**config.mk**
```make
export PLATFORM = sky130hd
export DESIGN_NAME = chip_link_tx
export DESIGN_NICKNAME = d
export VERILOG_FILES = /design/src/rtl/chip_link_tx.sv
export SDC_FILE = /design/constraint.sdc
export NUM_CORES = 1
export LEC_CHECK = 0
export CORE_AREA = 10 10 119 121
export CTS_CLUSTER_DIAMETER = 50
export DETAILED_ROUTE_END_ITERATION = 16
export DIE_AREA = 0 0 129 131
export GPL_TIMING_DRIVEN = 0
export PLACE_DENSITY = 0.67
export SYNTH_ARGS = -nofsm -noshare
export SYNTH_HDL_FRONTEND = slang
export SYNTH_SLANG_ARGS = --single-unit
export TNS_END_PERCENT = 20
```
**constraint.sdc**
```tcl
create_clock -name clk_i -period 3.6 [get_ports clk_i]
set_clock_uncertainty 0.05 [all_clocks]
set_input_delay 0.72 -clock clk_i [delete_from_list [all_inputs] [get_ports clk_i]]
set_output_delay 0.72 -clock clk_i [all_outputs]
set_load 0.01 [all_outputs]
```
**src/rtl/chip_link_tx.sv**
```systemverilog
// Off-chip transmitter for the 16-bit inter-chip link: serialises one flit into
// link words, MSB word first, each sent with parity over a 4-phase handshake with per-word retry.
module chip_link_tx #(
  parameter int FW             = 64,
  parameter int CHIPDATA_WIDTH = 16,
  parameter int MAX_RETRY      = 3
) (
  input  logic                      clk_i,
  input  logic                      rst_i,
  input  logic                      flit_valid_i,
  input  logic [FW-1:0]             flit_data_i,
  output logic                      flit_ready_o,
  output logic [CHIPDATA_WIDTH-1:0] link_data_o,
  output logic                      link_valid_o,
  output logic                      link_par_o,
  input  logic                      link_ready_i,
  input  logic                      link_err_i,
  output logic                      busy_o,
  output logic                      err_drop_o,
  output logic [1:0]                dbg_state_o
);

  localparam int CW     = CHIPDATA_WIDTH;
  localparam int NWORDS = FW / CW;
  localparam int IDXW   = $clog2(NWORDS) + 1;
  localparam int RCW    = $clog2(MAX_RETRY + 2);
  localparam logic [IDXW-1:0] NW_LAST = IDXW'(NWORDS);
  localparam logic [RCW-1:0]  RETRY_LIM = RCW'(MAX_RETRY);

  // Handshakes: upstream flit moves on a cycle where flit_valid_i & flit_ready_o;
  // link side is 4-phase: link_valid_o up, link_ready_i up, link_valid_o down,
  // link_ready_i down; link_err_i is only looked at while ready is high.
  typedef enum logic [1:0] {
    IDLE     = 2'd0,
    DRIVE    = 2'd1,
    WAIT_LOW = 2'd2
  } state_e;

  state_e                state_q, state_d;
  logic [FW-1:0]         flit_q, flit_d;
  logic [IDXW-1:0]       idx_q, idx_d;
  logic [RCW-1:0]        retry_q, retry_d;
  logic                  err_q, err_d;
  logic [CW-1:0]         data_q, data_d;
  logic                  par_q, par_d;
  logic                  drop_q, drop_d;
  logic                  r1_q, r2_q, r3_q, e1_q, e2_q;
  logic                  rdy_h, rdy_l;

  function automatic logic [CW-1:0] word_of(input logic [FW-1:0] f,
                                            input logic [IDXW-1:0] idx);
    word_of = '0;
    for (int k = 0; k < NWORDS; k++) begin
      if (idx == IDXW'(k)) word_of = f[FW-1-k*CW -: CW];
    end
  endfunction

  // Ready needs two consecutive synchronised samples, so a one-cycle glitch never counts.
  assign rdy_h = r2_q & r3_q;
  assign rdy_l = !r2_q & !r3_q;

  always_comb begin
    state_d = state_q;
    flit_d  = flit_q;
    idx_d   = idx_q;
    retry_d = retry_q;
    err_d   = err_q;
    data_d  = data_q;
    par_d   = par_q;
    drop_d  = 1'b0;
    case (state_q)
      IDLE: begin
        if (flit_valid_i) begin
          flit_d  = flit_data_i;
          idx_d   = '0;
          retry_d = '0;
          err_d   = 1'b0;
          data_d  = word_of(flit_data_i, '0);
          par_d   = ^word_of(flit_data_i, '0);
          state_d = DRIVE;
        end
      end
      DRIVE: begin
        if (rdy_h) begin
          state_d = WAIT_LOW;
          err_d   = e2_q;
          if (e2_q) begin
            retry_d = retry_q + RCW'(1);
          end else begin
            idx_d   = idx_q + IDXW'(1);
            retry_d = '0;
          end
        end
      end
      WAIT_LOW: begin
        if (rdy_l) begin
          if (idx_q == NW_LAST) begin
            state_d = IDLE;
            data_d  = '0;
            par_d   = 1'b0;
          end else if (err_q && (retry_q > RETRY_LIM)) begin
            state_d = IDLE;
            data_d  = '0;
            par_d   = 1'b0;
            drop_d  = 1'b1;
          end else begin
            // A retried word has an unchanged idx, so it is resent verbatim.
            state_d = DRIVE;
            data_d  = word_of(flit_q, idx_q);
            par_d   = ^word_of(flit_q, idx_q);
          end
        end
      end
      default: begin
        state_d = IDLE;
        data_d  = '0;
        par_d   = 1'b0;
      end
    endcase
  end

  always_ff @(posedge clk_i) begin
    if (rst_i) begin
      state_q <= IDLE;
      flit_q  <= '0;
      idx_q   <= '0;
      retry_q <= '0;
      err_q   <= 1'b0;
      data_q  <= '0;
      par_q   <= 1'b0;
      drop_q  <= 1'b0;
      r1_q    <= 1'b0;
      r2_q    <= 1'b0;
      r3_q    <= 1'b0;
      e1_q    <= 1'b0;
      e2_q    <= 1'b0;
    end else begin
      state_q <= state_d;
      flit_q  <= flit_d;
      idx_q   <= idx_d;
      retry_q <= retry_d;
      err_q   <= err_d;
      data_q  <= data_d;
      par_q   <= par_d;
      drop_q  <= drop_d;
      r1_q    <= link_ready_i;
      r2_q    <= r1_q;
      r3_q    <= r2_q;
      e1_q    <= link_err_i;
      e2_q    <= e1_q;
    end
  end

  assign flit_ready_o = (state_q == IDLE);
  assign busy_o       = (state_q != IDLE);
  assign link_valid_o = (state_q == DRIVE);
  assign link_data_o  = data_q;
  assign link_par_o   = par_q;
  assign err_drop_o   = drop_q;
  assign dbg_state_o  = state_q;

endmodule

```
==> reports/qor.csv <==
stage,metric,value,unit
cts,cts_max_level,3,
placement,gp_congestion,0.919,
grt,antenna_found_initial,0,
grt,grt_max_degree,15,
floorplanning,die_h,131,um
yosys,synthArstFlopShare,0,
route,drt_iter0_drc,229,
floorplanning,die_area,16900,sq um
setup_path,path_common_cell,xnor2_1,
yosys,mappedNetlistNets,659,
floorplanning,start_util,0.388,
final_layout,diodes,0,
timing,setup_viol,0,
setup_path,worstPathCellList,"inv_1, ha_1, nor2b_4, a221o_1, a32oi_2, xor2_1, xnor2_1, xnor3_2, xnor2_1, nand2b_1, a21oi_2",
setup_path,crit_arrival,3200,ps
hold_path,worstHoldPathType,reg2reg,
setup_path,endpoint_kind,flop,
cts,cts_setup_buffers,0,
cts,cts_sinks,96,
final_layout,area_growth_syn_to_layout,30.7,%
power,leakagePower,2.22,nW
route,via_per_inst,5.13,
grt,grt_pass1_wl,23200,um
yosys,synthFlopType,dfxtp_1,
yosys,yosysSeqAreaShare,0.419,
floorplanning,die_w,129,um
setup_path,critPathTopFamily,XOR/XNOR gates,
final_layout,drive_gt1_frac,0.0669,
setup_path,cpMaxStageDelayCell,dfxtp_1,
setup_path,crit_buf_inv,1,
floorplanning,io_pins,92,
route,ant_nets,0,
final_layout,fin_area,5990,sq um
timing,fmax,0.338,GHz
yosys,synthTopCellsByCount,"nand2_1, dfxtp_1, a21oi_1, nor2_1, clkbuf_1",
yosys,ys_ff_latch,96,
yosys,synth_cell_types,47,
setup_path,path_max_fanout,6,
yosys,synth_top_area_frac,0.419,
outcome,status,finished clean,
timing,slew_violations,0,
yosys,yosysWarnings,0,
route,wl_per_cell,17.5,um
yosys,syn_avg_cell_area,7.86,sq um
cts,ctsHoldBuffers,0,
grt,grt-ovfl-total,0,
final_layout,final_util,0.507,
setup_path,worst-setup-path-type,reg2reg,
floorplanning,coreArea,11800,sq um
route,dr.pass1.iters,4,
floorplanning,rows,40,
yosys,syn-cell-area,4580,sq um
cts,cts_tree,built,
setup_path,required,3840,ps
route,route.detailed.drc,0,
power,ir_worst_vdd,0.000224,V
route,vias,4284,
yosys,syn_inst,583,
final_layout,nNetsFinal,760,
final_layout,fin_cells,835,
placement,preCtsSetupSlack,661,ps
yosys,yosys-top-cells-area,"dfxtp_1, nand2_1, a21oi_1, xnor2_1, a22oi_1",
yosys,synth_top_area_cell,dfxtp_1,
setup_path,cp-start-kind,flop,
cts,clkTransAtPathRegs,70,ps
cts,cts_buffer_depth,2,
grt,grt_usage,0.177,
cts,cts_root_buffer,clkbuf_16,
timing,finalCriticalPeriod,2960,ps
job,maxCapViolCount,0,
placement,place_area,5670,sq um
placement,dp.cells,820,
timing,worstMarginPinSlew,709,ps
route,wirelength,14600,um
cts,cts_buffers,9,
yosys,yosysMostFrequentCell,nand2_1,
power,p_per_area,447,nW/um^2
setup_path,cp_slowest_stage_delay,400,ps
timing,slew_headroom,0.527,
timing,rsz0062_at_grt,false,
timing,worst_slack,638,ps
timing,finalSetupTns,0,ps
timing,fin_crit_sh,0.823,
grt,grt_pass1_vias,4399,
placement,io_buffers,90,
yosys,synth-edff-count,0,
timing,final-hold-violation-count,0,
cts,clock_latency,350,ps
cts,cts_resized,0,
placement,dpl.hpwl,11600,um
[worst register-to-register path, delay by kind of cell, from the launching register on]
| kind | cells | cell delay (ps) |
|---|---|---|
| XOR/XNOR | 4 | 950 |
| adder cells (fa/ha/maj) | 1 | 310 |
| flip-flops | 1 | 400 |
| AO/OA/AOI/OAI | 3 | 850 |
| buffers and inverters | 1 | 80 |
| AND/OR/NAND/NOR | 2 | 280 |
[registers in the layout (all words and copies together), names as in the netlist]
register	count
flit_q	64
link_data_o	16
idx_q	3
retry_q	3
dbg_state_o	2
e1_q	1
e2_q	1
err_drop_o	1
err_q	1
link_par_o	1
r1_q	1
r2_q	1
r3_q	1
[per-stage QoR]
stage / hold slack (ps) / power (mW)
final: 402 / 2.67
after global routing: 416 / 2.79
after CTS: 403 / 2.69
after detailed placement: 386 / 1.66
after global placement: 369 / 1.65
after floorplan: 364 / 1.45
[cell usage in the layout, fill, tap and decap left out, types with 3 or more instances in the layout]
cell type,n
a32oi_2,3
clkbuf_16,9
nor3_1,4
nor2_1,29
xor2_1,4
o21ai_0,16
dfxtp_1,96
a21oi_1,84
clkdlybuf4s50_1,90
o22ai_1,14
or2b_1,3
buf_6,3
or2b_2,6
clkbuf_1,29
nand2b_1,7
nor2b_1,9
clkbuf_8,6
xnor2_1,22
a32oi_1,6
a221o_1,3
nand3_1,7
ha_1,7
buf_2,3
a22oi_1,20
inv_1,23
nand2_1,153
[routing by layer]
layer | GRT usage | part of all wire | wire (um) | vias to the layer above
met5 | 0 | 0 | 0 | -
met4 | 0.0482 | 0.011 | 165 | 0
met3 | 0.0512 | 0.057 | 832 | 12
met2 | 0.295 | 0.48 | 6950 | 96
met1 | 0.218 | 0.46 | 6670 | 2013
li1 | - | - | - | 2163
[cell type report]
cell class,instances,area [sq um]
Buffer,41,246
Timing Repair Buffer,90,901
Sequential cell,96,1920
Clock inverter,3,65.1
Multi-Input combinational cell,423,2330
Tap cell,147,184
Fill cell,1168,5820
Clock buffer,12,256
Inverter,23,86.3
[logic make-up (layout without fill, tap and decap cells)]
| family | Yosys count | after routing | synth area share |
|---|---|---|---|
| AOI/OAI and AO/OA | 160 | 160 | 0.214 |
| xor gates and xnor gates | 27 | 27 | 0.0549 |
| adders and majority gates | 7 | 7 | 0.0191 |
| buffers and inverters | 64 | 169 | 0.0726 |
| DFF | 96 | 96 | 0.419 |
| muxes | 1 | 1 | 0.00246 |
| and+or+nand+nor | 228 | 228 | 0.217 |
[where the power goes]
part | internal [mW] | switching, mW
clock network | 0.642 | 0.396
registers | 1.12 | 0.0438
logic | 0.234 | 0.234
total | 2.00 | 0.674
[path summary, 6_finish.rpt]
path	start	endpoint	slack, ps	cells after the start
hold / removal	r1_q	r2_q	400	1
hold reg to reg	r1_q	r2_q	400	1
setup / recovery	idx_q[0]	link_par_o	640	11
setup reg to reg	idx_q[0]	link_par_o	640	11
No activity file was read; power rests on OpenSTA's default activity.
